**config.mk**
```make
export PLATFORM = sky130hd
export DESIGN_NAME = axil_uart_tx
export DESIGN_NICKNAME = d
export VERILOG_FILES = /design/src/rtl/axil_uart_pkg.sv /design/src/rtl/uart_tx_serializer.sv /design/src/rtl/axil_uart_tx.sv
export SDC_FILE = /design/constraint.sdc
export NUM_CORES = 1
export LEC_CHECK = 0
export CORE_MARGIN = 4
export CORE_UTILIZATION = 54
export CTS_CLUSTER_DIAMETER = 80
export CTS_CLUSTER_SIZE = 20
export DETAILED_ROUTE_END_ITERATION = 8
export HOLD_SLACK_MARGIN = 0.06
export PLACE_DENSITY = 0.89
export SYNTH_ARGS = -nofsm -noshare
export SYNTH_HDL_FRONTEND = slang
export SYNTH_SLANG_ARGS = --single-unit
```
**constraint.sdc**
```tcl
create_clock -name aclk -period 4.7 [get_ports aclk]
set_input_delay 0.705 -clock aclk [delete_from_list [all_inputs] [get_ports aclk]]
set_output_delay 0.705 -clock aclk [all_outputs]
set_load 0.005 [all_outputs]
```
**src/rtl/axil_uart_pkg.sv**
```systemverilog
// Shared definitions for the AXI4-Lite UART transmitter: register map,
// response codes, STATUS layout and the transmitter state encoding.
package axil_uart_pkg;

    // Register offsets, decoded from addr[3:2]
    localparam logic [1:0] REG_TXDATA  = 2'd0;
    localparam logic [1:0] REG_STATUS  = 2'd1;
    localparam logic [1:0] REG_DIVISOR = 2'd2;
    localparam logic [1:0] REG_RSVD    = 2'd3;

    // AXI response codes
    localparam logic [1:0] RESP_OKAY   = 2'b00;
    localparam logic [1:0] RESP_SLVERR = 2'b10;

    // STATUS bit positions
    localparam int unsigned STAT_FULL      = 0;
    localparam int unsigned STAT_EMPTY     = 1;
    localparam int unsigned STAT_BUSY      = 2;
    localparam int unsigned STAT_LEVEL_LSB = 8;

    // Smallest usable bit period in clock cycles
    localparam logic [15:0] DIV_MIN = 16'd2;

    typedef enum logic [1:0] {
        TX_IDLE,
        TX_START,
        TX_DATA,
        TX_STOP
    } tx_state_e;

    // Raise any divisor below the minimum up to the minimum
    function automatic logic [15:0] clamp_div(input logic [15:0] v);
        return (v < DIV_MIN) ? DIV_MIN : v;
    endfunction

endpackage

```
**src/rtl/uart_tx_serializer.sv**
```systemverilog
// 8N1 serializer: accepts a byte on valid/ready, shifts it out LSB first
// with a start and stop bit, each bit lasting the divisor latched at accept.
module uart_tx_serializer
    import axil_uart_pkg::*;
(
    input  logic        clk,
    input  logic        rst_n,
    input  logic [7:0]  in_data,
    input  logic        in_valid,
    output logic        in_ready,
    input  logic [15:0] divisor,
    output logic        uart_txd,
    output logic        busy
);

    tx_state_e   state_q, state_d;
    logic [15:0] cnt_q, cnt_d;
    logic [15:0] div_q, div_d;
    logic [7:0]  shift_q, shift_d;
    logic [2:0]  bit_q, bit_d;
    logic        txd_q, txd_d;
    logic        bit_end;
    logic        load;

    // State register, baud counter, shifter and registered line output
    always_ff @(posedge clk or negedge rst_n) begin
        if (!rst_n) begin
            state_q <= TX_IDLE;
            cnt_q   <= '0;
            div_q   <= DIV_MIN;
            shift_q <= '0;
            bit_q   <= '0;
            txd_q   <= 1'b1;
        end else begin
            state_q <= state_d;
            cnt_q   <= cnt_d;
            div_q   <= div_d;
            shift_q <= shift_d;
            bit_q   <= bit_d;
            txd_q   <= txd_d;
        end
    end

    // Next-state logic; the line level is computed one cycle ahead so the
    // start bit appears on the cycle after the byte is accepted
    always_comb begin
        state_d  = state_q;
        cnt_d    = '0;
        div_d    = div_q;
        shift_d  = shift_q;
        bit_d    = bit_q;
        txd_d    = txd_q;
        bit_end  = (cnt_q == div_q - 16'd1);
        in_ready = (state_q == TX_IDLE) || ((state_q == TX_STOP) && bit_end);
        load     = in_valid && in_ready;

        if (state_q != TX_IDLE) begin
            cnt_d = bit_end ? '0 : cnt_q + 16'd1;
        end

        case (state_q)
            TX_IDLE: begin
                txd_d = 1'b1;
            end
            TX_START: begin
                if (bit_end) begin
                    state_d = TX_DATA;
                    bit_d   = '0;
                    txd_d   = shift_q[0];
                end
            end
            TX_DATA: begin
                if (bit_end) begin
                    if (bit_q == 3'd7) begin
                        state_d = TX_STOP;
                        txd_d   = 1'b1;
                    end else begin
                        shift_d = {1'b0, shift_q[7:1]};
                        bit_d   = bit_q + 3'd1;
                        txd_d   = shift_q[1];
                    end
                end
            end
            TX_STOP: begin
                if (bit_end) begin
                    state_d = TX_IDLE;
                    txd_d   = 1'b1;
                end
            end
            default: begin
                state_d = TX_IDLE;
                txd_d   = 1'b1;
            end
        endcase

        // Accepting a byte overrides the idle/stop exit: start bit next cycle
        if (load) begin
            state_d = TX_START;
            cnt_d   = '0;
            div_d   = divisor;
            shift_d = in_data;
            txd_d   = 1'b0;
        end
    end

    assign uart_txd = txd_q;
    assign busy     = (state_q != TX_IDLE);

endmodule

```
**src/rtl/axil_uart_tx.sv**
```systemverilog
// AXI4-Lite transmit-only UART: TXDATA/STATUS/DIVISOR registers, a small
// byte FIFO and an 8N1 serializer driving uart_txd.
module axil_uart_tx
    import axil_uart_pkg::*;
#(
    parameter int unsigned CLK_HZ     = 100_000_000,
    parameter int unsigned BAUD       = 115200,
    parameter int unsigned FIFO_DEPTH = 16
) (
    input  logic        aclk,
    input  logic        aresetn,
    input  logic [31:0] AXI_awaddr,
    input  logic [2:0]  AXI_awprot,
    input  logic        AXI_awvalid,
    output logic        AXI_awready,
    input  logic [31:0] AXI_wdata,
    input  logic [3:0]  AXI_wstrb,
    input  logic        AXI_wvalid,
    output logic        AXI_wready,
    output logic [1:0]  AXI_bresp,
    output logic        AXI_bvalid,
    input  logic        AXI_bready,
    input  logic [31:0] AXI_araddr,
    input  logic [2:0]  AXI_arprot,
    input  logic        AXI_arvalid,
    output logic        AXI_arready,
    output logic [31:0] AXI_rdata,
    output logic [1:0]  AXI_rresp,
    output logic        AXI_rvalid,
    input  logic        AXI_rready,
    output logic        uart_txd,
    output logic        tx_busy
);

    localparam int unsigned PW        = $clog2(FIFO_DEPTH);
    localparam logic [15:0] DIV_RESET = clamp_div(16'(CLK_HZ / BAUD));
    localparam logic [PW:0] LVL_FULL  = (PW + 1)'(FIFO_DEPTH);

    logic [7:0]  fifo_mem [FIFO_DEPTH];
    logic [PW:0] wr_ptr_q, wr_ptr_d;
    logic [PW:0] rd_ptr_q, rd_ptr_d;
    logic [15:0] div_q, div_d;
    logic        bvalid_q, bvalid_d;
    logic [1:0]  bresp_q, bresp_d;
    logic        rvalid_q, rvalid_d;
    logic [1:0]  rresp_q, rresp_d;
    logic [31:0] rdata_q, rdata_d;

    logic [PW:0] level;
    logic        full, empty, push, pop;
    logic        wr_hs, rd_hs;
    logic        ser_ready, ser_busy;
    logic [15:0] div_wr;
    logic [31:0] status_word;
    logic        unused_inputs;

    assign level = wr_ptr_q - rd_ptr_q;
    assign full  = (level == LVL_FULL);
    assign empty = (level == '0);
    assign pop   = ser_ready && !empty;

    assign wr_hs = AXI_awvalid && AXI_wvalid && !bvalid_q;
    assign rd_hs = AXI_arvalid && !rvalid_q;

    assign tx_busy = !empty || ser_busy;

    always_comb begin
        status_word                 = '0;
        status_word[STAT_FULL]      = full;
        status_word[STAT_EMPTY]     = empty;
        status_word[STAT_BUSY]      = tx_busy;
        status_word[STAT_LEVEL_LSB +: 8] = 8'(level);
    end

    // Register state with asynchronous flush
    always_ff @(posedge aclk or negedge aresetn) begin
        if (!aresetn) begin
            wr_ptr_q <= '0;
            rd_ptr_q <= '0;
            div_q    <= DIV_RESET;
            bvalid_q <= 1'b0;
            bresp_q  <= RESP_OKAY;
            rvalid_q <= 1'b0;
            rresp_q  <= RESP_OKAY;
            rdata_q  <= '0;
        end else begin
            wr_ptr_q <= wr_ptr_d;
            rd_ptr_q <= rd_ptr_d;
            div_q    <= div_d;
            bvalid_q <= bvalid_d;
            bresp_q  <= bresp_d;
            rvalid_q <= rvalid_d;
            rresp_q  <= rresp_d;
            rdata_q  <= rdata_d;
        end
    end

    // FIFO storage; contents need no reset since the pointers define validity
    always_ff @(posedge aclk) begin
        if (push) begin
            fifo_mem[wr_ptr_q[PW-1:0]] <= AXI_wdata[7:0];
        end
    end

    // Write channel decode: fullness is taken from the current level, before
    // any pop in the same cycle
    always_comb begin
        push     = 1'b0;
        div_d    = div_q;
        bvalid_d = bvalid_q;
        bresp_d  = bresp_q;
        div_wr   = div_q;
        if (AXI_wstrb[0]) div_wr[7:0]  = AXI_wdata[7:0];
        if (AXI_wstrb[1]) div_wr[15:8] = AXI_wdata[15:8];

        if (bvalid_q && AXI_bready) begin
            bvalid_d = 1'b0;
        end
        if (wr_hs) begin
            bvalid_d = 1'b1;
            bresp_d  = RESP_OKAY;
            case (AXI_awaddr[3:2])
                REG_TXDATA: begin
                    if (AXI_wstrb[0]) begin
                        if (full) bresp_d = RESP_SLVERR;
                        else      push    = 1'b1;
                    end
                end
                REG_STATUS:  ;
                REG_DIVISOR: div_d   = clamp_div(div_wr);
                default:     bresp_d = RESP_SLVERR;
            endcase
        end
        wr_ptr_d = wr_ptr_q + (PW + 1)'(push);
        rd_ptr_d = rd_ptr_q + (PW + 1)'(pop);
    end

    // Read channel decode, sampling register state at the handshake cycle
    always_comb begin
        rvalid_d = rvalid_q;
        rresp_d  = rresp_q;
        rdata_d  = rdata_q;
        if (rvalid_q && AXI_rready) begin
            rvalid_d = 1'b0;
        end
        if (rd_hs) begin
            rvalid_d = 1'b1;
            rresp_d  = RESP_OKAY;
            rdata_d  = '0;
            case (AXI_araddr[3:2])
                REG_TXDATA:  ;
                REG_STATUS:  rdata_d = status_word;
                REG_DIVISOR: rdata_d = {16'd0, div_q};
                default:     rresp_d = RESP_SLVERR;
            endcase
        end
    end

    uart_tx_serializer u_ser (
        .clk      (aclk),
        .rst_n    (aresetn),
        .in_data  (fifo_mem[rd_ptr_q[PW-1:0]]),
        .in_valid (!empty),
        .in_ready (ser_ready),
        .divisor  (div_q),
        .uart_txd (uart_txd),
        .busy     (ser_busy)
    );

    assign AXI_awready = wr_hs;
    assign AXI_wready  = wr_hs;
    assign AXI_bvalid  = bvalid_q;
    assign AXI_bresp   = bresp_q;
    assign AXI_arready = rd_hs;
    assign AXI_rvalid  = rvalid_q;
    assign AXI_rresp   = rresp_q;
    assign AXI_rdata   = rdata_q;

    assign unused_inputs = ^{AXI_awaddr[31:4], AXI_awaddr[1:0], AXI_awprot,
                             AXI_wdata[31:16], AXI_wstrb[3:2],
                             AXI_araddr[31:4], AXI_araddr[1:0], AXI_arprot};

endmodule

```
* After elaboration in Yosys (flattened, before gate mapping)
Memory sizes are Yosys's and may differ from the RTL's. Cells that the tools add are included.
Word-level totals: ROM bits 0, bits in registers 110, input bits 113, latch bits 0, logic and storage cells 111, output and inout port bits 43, memory bits (writable) 128, memories kept 1
Cells by class: multipliers 0, shifts and indexed selects 0, equality and inequality tests 18, $lt $le $gt $ge 1, bitwise operators 0, multiplexer cells 41, reductions and logical operators 30, add/subtract/negate cells 6, div/mod/pow operators 0
Memory list:
- fifo_mem | depth 16, width 8, read ports 1, clocked after Yosys merged registers in 0, write ports 1, RTL line axil_uart_tx.sv:39 | logic [7:0] fifo_mem [FIFO_DEPTH];
Operator list (number):
- $mux 16 | 4
- $mux 8 | 6
- $pmux 16 s2 | 1
- $add 16x1->16 const B | 1
- $eq 16x16->1 | 1
- $lt 16x2->1 const B | 1
- $mux 2 | 8
- $sub 16x1->16 const B | 1
- $mux 1 | 15
- $ne 3x2->1 const B | 4
- $reduce_bool 2->1 | 6
- $add 5x1->5 | 2
- $mux 3 | 3
- $eq 2x2->1 const B | 4
- $logic_and 1x1->1 | 7
- $eq 2x1->1 const B | 3
- $logic_not 2->1 | 3
- $pmux 2 s3 | 1
- $pmux 3 s2 | 1
- $reduce_and 3->1 | 2
- $eq 5x5->1 const B | 1
- $logic_not 5->1 | 1
- $reduce_and 5->1 | 1
- $sub 5x5->5 | 1
- 13 further kinds | 18

* Longest topological paths before layout
depth after elaboration 8, mapped depth 15, gate-level depth less buffers 14

* Hierarchy
Synthesis repeated with hierarchy kept, for this count alone.
Second synthesis, totals: cell total of the unflattened synthesis 692, area, all modules 10110.9 um^2
Modules (own cells, without submodules):
- axil_uart_tx | area an instance 7323.3 um^2, cells an instance 427, instances 1, sequential area each 5001.0 um^2
- uart_tx_serializer | area an instance 2787.7 um^2, cells an instance 265, instances 1, sequential area each 1153.6 um^2

* Worst setup path before layout
Ideal clock, no wire load.
path kind register to register, from register rd_ptr_q[1], to memory fifo_mem[1][0] (enable), clock period less this slack 3.588 ns, setup time 0.383 ns, path slack 1.112 ns, arrival 3.204 ns, path buffers 2, stages on the path, launching flop included 11, required time 4.317 ns, path through dfrtp_1 > clkbuf_1 > clkbuf_1 > inv_1 > fa_1 > a21o_1 > a21oi_1 > xnor2_1 > nor3b_1 > or4_1 > nor3_1
On the way: cells in the longest elaborated chain, start to end 8
RTL lines:
- start, declared | RTL line axil_uart_tx.sv:41 | logic [PW:0] rd_ptr_q, rd_ptr_d;
- start signal, assigned | RTL line axil_uart_tx.sv:88 | rd_ptr_q <= rd_ptr_d;
- $sub 5x5->5 | RTL line axil_uart_tx.sv:57 | assign level = wr_ptr_q - rd_ptr_q;
- $eq 5x5->1 | RTL line axil_uart_tx.sv:58 | assign full = (level == LVL_FULL);
- $mux 1 | RTL line axil_uart_tx.sv:125 | if (full) bresp_d = RESP_SLVERR;
- $mux 1 | RTL line axil_uart_tx.sv:124 | if (AXI_wstrb[0]) begin
- $mux 1 | RTL line axil_uart_tx.sv:122 | case (AXI_awaddr[3:2])
- $mux 1 | RTL line axil_uart_tx.sv:119 | if (wr_hs) begin
- $mux 1 | RTL line axil_uart_tx.sv:100 | if (push) begin
- $mux 1 (not written as such) | RTL line axil_uart_tx.sv:101 | fifo_mem[wr_ptr_q[PW-1:0]] <= AXI_wdata[7:0];
- end, declared | RTL line axil_uart_tx.sv:39
Every way passes these cells.

* Worst setup path in the final report
from register wr_ptr_q[0], to output port tx_busy
On the way: cells in the longest elaborated chain, start to end 4
RTL lines:
- start, declared | RTL line axil_uart_tx.sv:40 | logic [PW:0] wr_ptr_q, wr_ptr_d;
- start signal, assigned | RTL line axil_uart_tx.sv:87 | wr_ptr_q <= wr_ptr_d;
- $sub 5x5->5 | RTL line axil_uart_tx.sv:57
- $logic_not 5->1 | RTL line axil_uart_tx.sv:59 | assign empty = (level == '0);
- $logic_not 1->1 | RTL line axil_uart_tx.sv:65 | assign tx_busy = !empty || ser_busy;
- $logic_or 1x1->1 | RTL line axil_uart_tx.sv:65
- end, declared | RTL line axil_uart_tx.sv:32 | output logic tx_busy
Every way passes these cells.

==> reports/results.ini <==
[clocking]
clock_sinks=220
clockRootBuffer=clkbuf_16
clk_pin_slew_worst_paths_ps=80
cts_tree=built
cts_resized=0
cts_made_buffers=15
hold_buffers=0
cts_buffer_depth=3
htreeDepth=1
clk_latency_ps=480
postCtsSetupBuffers=0

[setup_path]
slowest_stage=a211oi_1
crit_top_cell=inv_1
worstPathRequired_ps=3990
ff2ff_path_depth=11
worstReg2RegStart=wr_ptr_q[0]
crit_fanout=4
worstSetupPathType=register to output port
worstReg2RegEnd=fifo_mem[2][3]
rrSetupSlack_ps=750
crit_path_cell_trace=inv_1 > ha_1 > inv_1 > fa_1 > a21o_1 > a21oi_1 > xnor2_1 > a211oi_1 > nand2_1 > clkdlybuf4s50_1
path_delay_family=compound AO/OA/AOI/OAI gates
crit_start=wr_ptr_q[0]
end_kind=output port
slowest_delay_ps=630
worstSetupStartpointType=register
worst-path-buf-inv=3
path_depth=10
arrival_ps=3730

[layout]
layout_commonest_cell=edfxtp_1
regArea_sq_mm=0.006156
final_cell_mix=128 x edfxtp_1, 84 x dfrtp_1, 52 x clkdlybuf4s50_1
multi_input_area_sq_mm=0.003518
area_delta_synth_final_pct=10.93
drive_gt1_share_pct=14.84
fin_nets=876
num_antenna_cells=0
fillers=1266

[pwr]
switching_share_pct=32.37
p_total_uw=5712
powerDensity_mw_per_mm2=515.6
leakagePower_uw=0.004094
p_int_uw=3863
ir_drop_mv=0.5469
power_switching_uw=1849
p_clk_share_pct=21.7
p_comb_share_pct=33.4
power_frac_seq_pct=44.9

[detailed_routing]
drtIter0Drc=439
vias=5850
ant_nets=0
drcViolationCount=0
drt-vias-per-instance=5.988
avgRoutedWirePerCell_microns=21.22
drt_first_pass_iters=5
routed_wl_microns=20730

[timing]
slew_violations=0
relSlewSlack_pct=19.19
holdWs_ps=333.6
hold_viol_final=0
fmax_mhz=225.6
timing.final.crit_share_pct=94.32
fin_skew_ps=14.26
rsz0062_at_grt=false
tns_ps=0
setup_viol=0
tightest_slew_ps=1203
period_minus_slack_ps=4433

[global_routing]
antenna_found_initial=1
grt_max_degree=65
grt_pass1_wl_microns=33030
grt_usage_pct=20.46
met2_usage_pct=34.91
overflow=0
grtUsageMet1_pct=28.21
first_global_vias=5984
grtUsageMet3_pct=3.108
grt.busiest_layer=met2

[synth]
yosysTopAreaCellShare_pct=38.49
synth.distinct_cells=63
yosys_warnings=0
synth_ff_type=edfxtp_1
synth.avg_cell_area_sq_um=14.41
synthArstFlopShare_pct=41.82
ys_seq_elements=220
yosys.area.top_type=edfxtp_1
syn-cell-area_sq_mm=0.009986
synth_edf_count=128
postSynthCellCount=693
synth_area_leaders=edfxtp_1 38%, dfrtp_1 21%, mux4_2 9.0%
seq_area_frac_synth_pct=61.63

[place]
dp_hpwl_microns=14370
place.gp.congestion=0.8370
port_buffers=53

[run]
max-cap-violations=0

[die]
fp-row-count=49
initial_core_util_pct=55.21
core_area_sq_mm=0.01809
die_area_sq_mm=0.02073
ios=156
die_h_microns=144.0
fp.dieW_microns=144.0

[hold_path]
hold_class=input pin to async pin

[status]
outcome=complete, no violations

-- area by class of cell --
cell class	instances	share of cell area (%)
clock buffers	21	3.592
multi-input cells	414	31.76
clock inverters	5	0.3276
repair buffers	59	5.173
inverters	29	0.9827
well taps	229	2.587
flip-flops and latches	220	55.57
-- worst max-delay path by stage --
stage	end	slack, ps
6_report	tx_busy	270
5_1_grt	tx_busy	50
4_1_cts	tx_busy	250
3_5_place_dp	tx_busy	840
3_3_place_gp	tx_busy	1050
2_1_floorplan	fifo_mem[1][0]	1110
-- synthesized netlist by cell type (2+ instances only) --
cell      instances
mux2_2           26
inv_1            27
nand2b_1          6
a22oi_1           8
nand2_1          43
dfstp_2           7
or4_1             5
a21o_1            2
buf_6             2
nand4b_1          2
buf_1             4
buf_2             4
o21ai_0          25
mux2i_1           6
a31oi_1           4
a32oi_1           2
nor3_1           11
or2_2             3
and3_1            2
xor2_1           12
a21oi_1           7
nand4_1           3
clkbuf_1         18
nor2b_1           7
buf_4            19
mux2_1           19
xnor2_1          30
nor4_1           12
a211oi_1          2
mux4_2           40
inv_2             2
and2_1            3
ha_1             23
or3_1             7
nand3_1          18
edfxtp_1        128
nor2_1           43
dfrtp_1          85
o22ai_1           2
-- through the flow --
step	utilization (%)	instances	instance area [sq um]	worst slack, ps
after detailed placement	58.84	951	10640	844.0
after global routing	61.25	977	11080	50.92
after global placement	58.84	951	10640	1051
final	61.25	977	11080	266.8
after CTS	61.25	977	11080	252.1
after floorplan	-	710	10050	1112
-- state kept, by name, indices dropped and copies added (netlist names) --
register	flops
u_ser.shift_q	8
u_ser.div_q	16
wr_ptr_q	5
AXI_rdata	16
u_ser.state_q	2
u_ser.uart_txd	1
div_q	16
AXI_bvalid	1
u_ser.cnt_q	16
fifo_mem	128
u_ser.bit_q	3
AXI_rvalid	1
AXI_bresp	1
rd_ptr_q	5
AXI_rresp	1
-- power groups by stage --
stage | sequential (uW) | clock, uW | combinational, uW
finish | 2570 | 1240 | 1910
global route | 2600 | 1340 | 2090
CTS | 2560 | 1260 | 1910
detailed placement | 2600 | 0 | 1880
global placement | 2580 | 0 | 1800
floorplan | 2480 | 0 | 1480
-- metal layers --
layer  wire (microns)  share of wire, %
met1             8275                40
met2            10800                52
met3             1263               6.1
met4              391               1.9
met5                0                 0
-- kinds of logic (layout without fill, tap and decap cells) --
group                      after synthesis  count (layout)  share of synthesized area, %
muxes                                   91              91                         14.70
adders and majority gates               24              24                         3.082
buffers and inverters                   76             114                         3.771
AOI/OAI and AO/OA                       65              65                         4.160
DFF                                    220             220                         61.63
other                                    1              18                       0.03755
xor gates and xnor gates                42              42                         3.684
and+or+nand+nor                        174             174                         8.934
(Power assumes the default switching activity.)
